File: config.mk
export PLATFORM = sky130hd
export DESIGN_NAME = seq_pattern_detector_flat
export DESIGN_NICKNAME = d
export VERILOG_FILES = /design/src/rtl/seq_pattern_detector_if.sv /design/src/rtl/seq_pattern_detector.sv /design/src/flat_wrapper.sv
export SDC_FILE = /design/constraint.sdc
export NUM_CORES = 1
export LEC_CHECK = 0
export ABC_AREA = 1
export CAP_MARGIN = 20
export CORE_MARGIN = 2
export CORE_UTILIZATION = 50
export DETAILED_ROUTE_END_ITERATION = 16
export PLACE_DENSITY = 0.77
export SYNTH_ARGS = -nofsm -noshare
export SYNTH_HDL_FRONTEND = slang
export SYNTH_SLANG_ARGS = --single-unit
File: constraint.sdc
create_clock -name clk -period 1.55 [get_ports clk]
set_clock_uncertainty 0.2 [all_clocks]
set_input_delay 0.31 -clock clk [delete_from_list [all_inputs] [get_ports clk]]
set_output_delay 0.31 -clock clk [all_outputs]
set_load 0.02 [all_outputs]
File: src/rtl/seq_pattern_detector_if.sv
// Serial-input / match-output bundle for seq_pattern_detector.
// master drives the bit stream and controls; slave is the detector.
interface seq_pattern_detector_if #(
  parameter int unsigned PAT_W = 3,
  parameter int unsigned CNT_W = 8
);
  logic             din_valid;
  logic             din;
  logic             pat_load;
  logic [PAT_W-1:0] pat_in;
  logic             cnt_clr;
  logic             match;
  logic [CNT_W-1:0] match_cnt;
  logic             armed;

  modport master (
    output din_valid, din, pat_load, pat_in, cnt_clr,
    input  match, match_cnt, armed
  );

  modport slave (
    input  din_valid, din, pat_load, pat_in, cnt_clr,
    output match, match_cnt, armed
  );
endinterface

File: src/rtl/seq_pattern_detector.sv
// Sliding-window serial pattern detector with runtime pattern load and saturating match count.
// Define MATCH_REG_EN to register the match pulse one cycle after detection.
module seq_pattern_detector #(
  parameter int unsigned      PAT_W   = 3,
  parameter logic [PAT_W-1:0] PATTERN = PAT_W'(3'b111),
  parameter bit               OVERLAP = 1'b1,
  parameter int unsigned      CNT_W   = 8
) (
  input logic                    clk,
  input logic                    rst,
  seq_pattern_detector_if.slave  bus
);

  localparam int unsigned     FW       = (PAT_W > 2) ? $clog2(PAT_W) : 1;
  localparam logic [FW-1:0]   FILL_MAX = FW'(PAT_W - 1);

  typedef enum logic [1:0] {StEmpty, StFilling, StArmed} fill_st_e;

  logic [PAT_W-1:0] pat_q, pat_d;
  logic [PAT_W-2:0] hist_q, hist_d;
  logic [FW-1:0]    fill_q, fill_d;
  logic [CNT_W-1:0] cnt_q, cnt_d;
  fill_st_e         st_q, st_d;

  logic [PAT_W-1:0] window;
  logic             accept;
  logic             hit;

  assign window = {hist_q, bus.din};
  assign accept = bus.din_valid & ~bus.pat_load;
  assign hit    = accept & (st_q == StArmed) & (window == pat_q);

  always_comb begin
    pat_d  = pat_q;
    hist_d = hist_q;
    fill_d = fill_q;
    cnt_d  = cnt_q;
    if (bus.pat_load) begin
      pat_d  = bus.pat_in;
      hist_d = '0;
      fill_d = '0;
    end else if (accept) begin
      if (hit && !OVERLAP) begin
        hist_d = '0;
        fill_d = '0;
      end else begin
        hist_d = window[PAT_W-2:0];
        fill_d = (fill_q == FILL_MAX) ? fill_q : fill_q + 1'b1;
      end
    end
    // Clear beats a coincident match, so that match goes uncounted.
    if (bus.cnt_clr) begin
      cnt_d = '0;
    end else if (hit && (cnt_q != {CNT_W{1'b1}})) begin
      cnt_d = cnt_q + 1'b1;
    end
  end

  always_comb begin
    st_d = StFilling;
    if (fill_d == '0) begin
      st_d = StEmpty;
    end else if (fill_d == FILL_MAX) begin
      st_d = StArmed;
    end
  end

`ifdef MATCH_REG_EN
  logic match_q;
`endif

  always_ff @(posedge clk) begin
    if (rst) begin
      pat_q   <= PATTERN;
      hist_q  <= '0;
      fill_q  <= '0;
      cnt_q   <= '0;
      st_q    <= StEmpty;
`ifdef MATCH_REG_EN
      match_q <= 1'b0;
`endif
    end else begin
      pat_q   <= pat_d;
      hist_q  <= hist_d;
      fill_q  <= fill_d;
      cnt_q   <= cnt_d;
      st_q    <= st_d;
`ifdef MATCH_REG_EN
      match_q <= hit;
`endif
    end
  end

`ifdef MATCH_REG_EN
  assign bus.match = match_q & ~rst & ~bus.pat_load;
`else
  assign bus.match = hit & ~rst;
`endif
  assign bus.match_cnt = cnt_q;
  assign bus.armed     = (st_q == StArmed);

endmodule

File: src/flat_wrapper.sv
// flat-port wrapper written by rule: the top's interface ports become plain ports
module seq_pattern_detector_flat 
#(
  parameter int unsigned      PAT_W   = 3,
  parameter logic [PAT_W-1:0] PATTERN = PAT_W'(3'b111),
  parameter bit               OVERLAP = 1'b1,
  parameter int unsigned      CNT_W   = 8
)
  (clk, rst, bus_din_valid, bus_din, bus_pat_load, bus_pat_in, bus_cnt_clr, bus_match, bus_match_cnt, bus_armed);
  seq_pattern_detector_if #(.PAT_W(PAT_W), .CNT_W(CNT_W)) bus_i ();
  input logic clk;
  input logic rst;
  input wire logic [$bits(bus_i.din_valid)-1:0] bus_din_valid;
  input wire logic [$bits(bus_i.din)-1:0] bus_din;
  input wire logic [$bits(bus_i.pat_load)-1:0] bus_pat_load;
  input wire logic [$bits(bus_i.pat_in)-1:0] bus_pat_in;
  input wire logic [$bits(bus_i.cnt_clr)-1:0] bus_cnt_clr;
  output wire logic [$bits(bus_i.match)-1:0] bus_match;
  output wire logic [$bits(bus_i.match_cnt)-1:0] bus_match_cnt;
  output wire logic [$bits(bus_i.armed)-1:0] bus_armed;
  assign bus_i.din_valid = bus_din_valid;
  assign bus_i.din = bus_din;
  assign bus_i.pat_load = bus_pat_load;
  assign bus_i.pat_in = bus_pat_in;
  assign bus_i.cnt_clr = bus_cnt_clr;
  assign bus_match = bus_i.match;
  assign bus_match_cnt = bus_i.match_cnt;
  assign bus_armed = bus_i.armed;
  seq_pattern_detector #(.PAT_W(PAT_W), .PATTERN(PATTERN), .OVERLAP(OVERLAP), .CNT_W(CNT_W)) u_core (.clk(clk), .rst(rst), .bus(bus_i));
endmodule
==> metrics.md, run 1 <==
| Metric | Value |
|---|---|
| FF/Latch Area | 350.3 µm² |
| YS warnings | 0 |
| Drt total wl | around 2300 µm |
| Buffer depth of the longest clock path | 2 |
| Initial antenna violation count | 0 |
| WP data required | ~1000 ps |
| Layout cells sized above 1 | between 30% and 40% |
| Worst setup EP type | primary output |
| Final WS setup | -183.5 ps |
| Post-Syn Area per Cell | just under 7 µm² |
| Root Buffer | clkbuf_4 |
| Power Total | 0.8076 mW |
| CTS buffer count | 3 |
| Fill cells | 150 |
| Post-synthesis sequential area ratio | 35.37% |
| Unrepaired setup endpoints after global routing | yes |
| Final setup fails | 1 |
| Flop2flop setup slack | 80 ps |
| Final RePlAce weighted congestion | 0.8296 |
| Hold WC Path Type | in2reg |
| CTS clock-pin slew for the worst setup and hold paths | 100 ps |
| Synth Cell Area | 962.2 µm² |
| Routed vias | about 1,000 |
| Routed len/inst | 11.07 µm |
| Full die area | 2291 µm² |
| Tmin final | 1734 ps |
| Port Buf Inserts | 18 |
| Worst-Skew Late Latency | 290 ps |
| CP arrival | roughly 1200 ps |
| Site Rows | 15 |
| DRC | 0 |
| Static leakage | 0.6285 nW |
| Violation count after the first detailed-routing iteration | 16 |
| Overflow after GRT | 0 |
| Critical path launch point type | flip-flop |
| TritonCTS Sinks | 17 |
| Status | complete, but fails checks |
| Nets | 192 |
| DR pass1 iterations | 4 |
| Layout overhead on the synthesized area | 42.39% |
| Slew Viols, Final | 0 |
| Slew margin rel. | roughly 80% |
| GRT Total Usage | between 20 and 25% |
| Starting density of the core | 54.54% |
| Largest net degree at the start of global routing | 10 |
| Flops & latches, synth | 17 |
| Ports | 19 |
| Crit Path Max Fanout | 4 |
| Hold Buf Count CTS | 0 |
| WS Path Type | reg2out |
| Area occupied by multi-input gates | 574.3 µm² |
| Synth unique cells | 26 |
| Design area | ~1400 µm² |
| Vias in the first global route | 893 |
| Maxcap violations | 0 |
| Utilization after layout | ~78% |
| First-pass GRT wire length | 3581 µm |
| CTS tree | built |
| Die Y | ~48 µm |
| Htree depth | 1 |
| VDD IR max | 0.4446 mV |
| Power Density | 589.5 nW/µm² |
| Final hold violations | 0 |
| Synth Instances | 140 |
| Tcrit/Tclk final | 111.8% |
| Detail Route Antenna Nets | 0 |
| Failing checks | setup timing |
| Die X | 47.87 µm |
| # diodes | 0 |
| Core Area | 1764 µm² |
| Post-Syn Nets | 151 |
| Fmax | 0.5769 GHz |
| Actual slew at the worst max-slew pin | 273.5 ps |
| Via/cell ratio | just under 5 |
| DP HPWL | 1726 µm |
| Post-DP Area | around 1300 µm² |
==> area by class of cell <==
cell class	count	share of cell area [%]
Multi-Input combinational cell	102	41.92
Tap cell	25	2.283
Sequential cell	17	25.57
Clock buffer	4	1.918
Inverter	19	5.571
Timing Repair Buffer	38	22.74
==> cell usage in the layout (no fill, tap or decap), drive strengths merged, types with 2 or more instances in the layout <==
| master | n |
|---|---|
| nand3 | 12 |
| clkbuf | 4 |
| o21ai | 6 |
| a211oi | 2 |
| nand2 | 42 |
| buf | 22 |
| nor2 | 20 |
| dfxtp | 17 |
| dlygate4sd2 | 11 |
| ha | 2 |
| inv | 18 |
| a21oi | 12 |
| clkdlybuf4s50 | 5 |
==> sequential cells by signal (all words and copies together) (netlist names) <==
signal / flops
u_core.bus.match_cnt: 8
u_core.pat_q: 3
u_core.st_q: 2
u_core.hist_q: 2
u_core.fill_q: 2
==> cell families (layout without fill, tap and decap cells) <==
group	count (synthesis)	in the layout	synth area share, %
flip-flops	17	17	35.37
AO/OA/AOI/OAI	21	21	11.70
adder cells (fa/ha/maj)	2	2	2.600
XOR/XNOR	2	2	1.821
buffers and inverters	21	61	9.492
AND/OR/NAND/NOR	77	77	39.01
==> critical path, cell delays in order, from the launching register on <==
cell and delay (ps):
dfxtp_2 360, inv_2 60, nor2_2 30, nor2_2 120, nand2_2 70, nor3_2 140
buf_4 160
==> synthesized netlist by cell type, drive strengths merged <==
cell	n	area, µm²
or2	1	6.260
clkbuf	1	3.750
inv	18	67.56
xor2	1	8.760
xnor2	1	8.760
o21ai	6	30.02
nor2	20	108.9
nor3	1	5.000
nor3b	1	7.510
a21oi	12	60.06
dfxtp	17	340.3
o211ai	1	7.510
buf	1	11.26
a211oi	2	15.01
ha	2	25.02
nand3	12	65.06
clkinv	1	8.760
nand2	42	182.7
==> per-layer routing <==
layer  vias to the layer above  wire [µm]  GRT usage (%)
met5                         -          0              0
met1                       458       1060          29.80
met3                         6        110          2.264
met4                         0         25          8.108
li1                        523          -              -
met2                        28       1073          36.27
==> power breakdown <==
part	internal (mW)	leakage, nW	switching, mW
sequential	0.447	0.139	0.00808
clock	0.100	0.0150	0.144
combinational	0.0521	0.474	0.0565
==> metrics by stage <==
step | TNS (ps) | hold slack, ps | cells | setup WS [ps]
finish | -183.5 | 278.3 | 205 | -183.5
global route | -237.4 | 287.3 | 205 | -237.4
CTS | -187.9 | 272.2 | 204 | -187.9
detailed placement | -4552 | 286.2 | 200 | -826.2
global placement | -3940 | 275.0 | 200 | -801.7
floorplan | -0.7254 | 232.5 | 140 | -0.7254
==> path summary, 6_finish.rpt <==
check | start | to | depth (start not counted)
hold / removal | bus_din | u_core.hist_q[0] | 3
hold reg to reg | u_core.pat_q[0] | u_core.pat_q[0] | 2
setup / recovery | u_core.hist_q[0] | bus_match | 6
setup reg to reg | u_core.hist_q[0] | u_core.bus.match_cnt[7] | 8
==> timing repair <==
action | in CTS | in global routing
resized for setup | 26 | 16
pin swaps | 0 | 11
endpoints found under the setup margin | 18 | 11
buffers inserted | 0 | 2
Power figures use the tool's default switching activity.
==> inputs of run 2 (changes only) <==
--- a/config.mk
+++ b/config.mk
@@ -6,11 +6,10 @@
 export NUM_CORES = 1
 export LEC_CHECK = 0
 export ABC_AREA = 1
-export CAP_MARGIN = 20
 export CORE_MARGIN = 2
-export CORE_UTILIZATION = 50
+export CORE_UTILIZATION = 35
 export DETAILED_ROUTE_END_ITERATION = 16
-export PLACE_DENSITY = 0.77
+export PLACE_DENSITY = 0.57
 export SYNTH_ARGS = -nofsm -noshare
 export SYNTH_HDL_FRONTEND = slang
 export SYNTH_SLANG_ARGS = --single-unit
==> run 2 against run 1 <==
Against the previous run:
- the run still ends with setup timing left
- register-to-register slack improved by 50 ps
- total power barely moved
- utilization fell by 25 points
- critical path type unchanged
- cell area rose by 2.9%
- first-iteration DRC count rose by 13%
- sequential share of layout area fell by 0.55 points
==> metrics.md, run 2 (synthesis gave the netlist of run 1 again) <==
| Metric | Value |
|---|---|
| Status | complete, but fails checks |
| Failing checks | setup timing |
| Initial antenna violation count | 0 (unchanged) |
| Drt total wl | 2262 µm (-0.35%) |
| DRC | 0 (unchanged) |
| Slowest stage delay, CP | 350 ps (about the same) |
| CP arrival | 1250 ps (+30 ps) |
| VDD IR max | 0.4044 mV (-9.0%) |
| Worst Path Buf+Inv | 2 (unchanged) |
| Sequential Power Share | 55.8% (-0.5 points) |
| Worst Setup SP | u_core.pat_q[1] |
| Slew Viols, Final | 0 (unchanged) |
| First-pass GRT wire length | 3905 µm (+9.0%) |
| Placed insts | 212 (+6.0%) |
| Worst Setup Slack post-DPL | -834.3 ps (-8.144 ps) |
| Clk pwr share | 29.9% (-0.4 points) |
| Critical path launch point type | flip-flop |
| Crit. path cell count | 6 (unchanged) |
| Highest-count cells in the layout ignoring fill and taps | nand2_1, buf_4, inv_1, nor2_1, a21oi_1 |
| Root Buffer | clkbuf_4 |
| Commonest non-fill, non-tap cell in the layout | nand2_1 |
| Routed vias | 1,005 (-0.99%) |
| Tcrit/Tclk final | 113.7% (+1.8 points) |
| Final RePlAce weighted congestion | 0.7629 (-8.0%) |
| Layout cells sized above 1 | 31.18% (-2.2 points) |
| Port Buf Inserts | 18 (unchanged) |
| Routed len/inst | 10.42 µm (-5.9%) |
| Overflow after GRT | 0 (unchanged) |
| Vias in the first global route | 1,002 (+12%) |
| Starting density of the core | 35.82% (-19 points) |
| Htree depth | 1 (unchanged) |
| Die Y | 56.43 µm (+18%) |
| Crit path cell chain | inv_2 > nor2_2 > nor2_4 > nand2_4 > nor3_2 > buf_4 |
| WS Path Type | reg2out |
| Hold Path Depth | 3 (unchanged) |
| Slew margin rel. | 85.48% (+3.7 points) |
| Static leakage | 0.6586 nW (+4.8%) |
| Detail Route Antenna Nets | 0 (unchanged) |
| Site Rows | 19 (+4) |
| Crit Path Max Fanout | 3 (-1) |
| Final hold violations | 0 (unchanged) |
| DR pass1 iterations | 4 (unchanged) |
| CTS clock-pin slew for the worst setup and hold paths | 100 ps (about the same) |
| Unrepaired setup endpoints after global routing | yes |
| Die X | 56.43 µm (+18%) |
| Layout Cells excl Fill | 217 (+5.9%) |
| Ports | 19 (unchanged) |
| Critical path's top delay family | simple AND/OR/NAND/NOR gates |
| Worst setup EP type | primary output |
| Final setup fails | 1 (unchanged) |
| Buffer depth of the longest clock path | 2 (unchanged) |
| HP Start | bus_din |
| Fill cells | 289 (+93%) |
| Maxcap violations | 0 (unchanged) |
| Largest net degree at the start of global routing | 11 (+1) |
| Number of flip-flops in the largest register | 8 (unchanged) |
| # diodes | 0 (unchanged) |
| Critical path's slowest cell | dfxtp_2 |
| Sw Share | 25.86% (about the same) |
| WHS | 264.0 ps (-14.26 ps) |
| Full die area | 3184 µm² (+39%) |
| DP HPWL | 1803 µm (+4.5%) |
| Fmax | 0.5676 GHz (-1.6%) |
| TritonCTS Sinks | 17 (unchanged) |
| CTS buffer count | 3 (unchanged) |
| Via/cell ratio | 4.631 (-6.5%) |
| Worst-Skew Late Latency | 290 ps (about the same) |
| Nets | 198 (+3.1%) |
| Final WS setup | -212.0 ps (-28.44 ps) |
| Hold WC Path Type | in2reg |
| Core Area | 2686 µm² (+52%) |
| Reg2Reg Depth | 8 (unchanged) |
| Layout overhead on the synthesized area | 46.55% |
| Utilization after layout | 52.49% (-25 points) |
| Violation count after the first detailed-routing iteration | 18 (+2) |
| Internal power | 0.5990 mW (about the same) |
| Net switching power | 0.2089 mW (about the same) |
| Actual slew at the worst max-slew pin | 216.8 ps (-56.69 ps) |
| WP data required | 1040 ps (about the same) |
| Power Density | 572.9 nW/µm² (-2.8%) |
| CTS tree | built |
| Hold Buf Count CTS | 0 (unchanged) |
| Tmin final | 1762 ps (+28.44 ps) |
| GRT Total Usage | 15.34% (-6.8 points) |
| Combinational power share | 14.3% (+0.9 points) |
| R2r startpoint | u_core.pat_q[1] |
==> run 2: cell count changes in the layout (fill, tap and decap cells not counted), sizes merged <==
cell / previous run / this run
clkinv: 1 / 2
dlygate4sd2: 11 / 9
buf: 22 / 28
clkbuf: 4 / 3
clkdlybuf4s15: 0 / 2
==> run 2: final timing paths <==
check                                                to  slack (ps)
worst max-delay path                          bus_match        -210
worst max register to register  u_core.bus.match_cnt[3]         130
worst min register to register          u_core.pat_q[0]         280
worst min-delay path                   u_core.hist_q[0]         260
==> run 2: area by class of cell <==
cell class	instances	area [µm²]	area share, %
clock buffer	3	22.52	1.597
clock inverter	1	5.005	0.3549
inverter	19	76.32	5.413
multi-input combinational	102	555.5	39.40
sequential	17	352.8	25.02
tap	31	38.79	2.751
timing repair buffer	44	359.1	25.47
==> run 2: metal layers <==
layer  track usage (%)  part of all wire [%]  wire, µm  vias to the layer above
li1                  -                     -         -                      535
met1             16.01                    41       924                      452
met2             29.73                    55      1252                       16
met3             2.074                   3.2        72                        2
met4             6.803                  0.53        12                        0
met5                 0                     0         0                        -
==> run 2: power groups by stage <==
| stage | combinational [mW] | clock, mW | sequential, mW |
|---|---|---|---|
| 2_1_floorplan | 0.0548 | 0 | 0.462 |
| 3_3_place_gp | 0.114 | 0 | 0.463 |
| 3_5_place_dp | 0.116 | 0 | 0.463 |
| 4_1_cts | 0.113 | 0.255 | 0.454 |
| 5_1_grt | 0.129 | 0.271 | 0.453 |
| 6_report | 0.115 | 0.241 | 0.451 |
==> run 2: tightest hold or removal path, cell delays in order <==
cell and delay, ps:
dlygate4sd2_1 260, nor2_1 110, a211oi_1 50
==> run 2: metrics by stage <==
| step | power, mW | instance area, µm² | TNS (ps) |
|---|---|---|---|
| floorplan | 0.5167 | 969.7 | -0.7254 |
| global placement | 0.5766 | 1361 | -4182 |
| detailed placement | 0.5792 | 1361 | -4411 |
| CTS | 0.8216 | 1370 | -237.6 |
| global route | 0.8529 | 1410 | -273.1 |
| finish | 0.8079 | 1410 | -212.0 |
==> run 2: repair_timing <==
action | 4_1_cts | 5_1_grt
resized for setup | 22 | 14
buffers inserted | 0 | 1
pin swaps | 1 | 6
setup endpoints to repair | 18 | 12
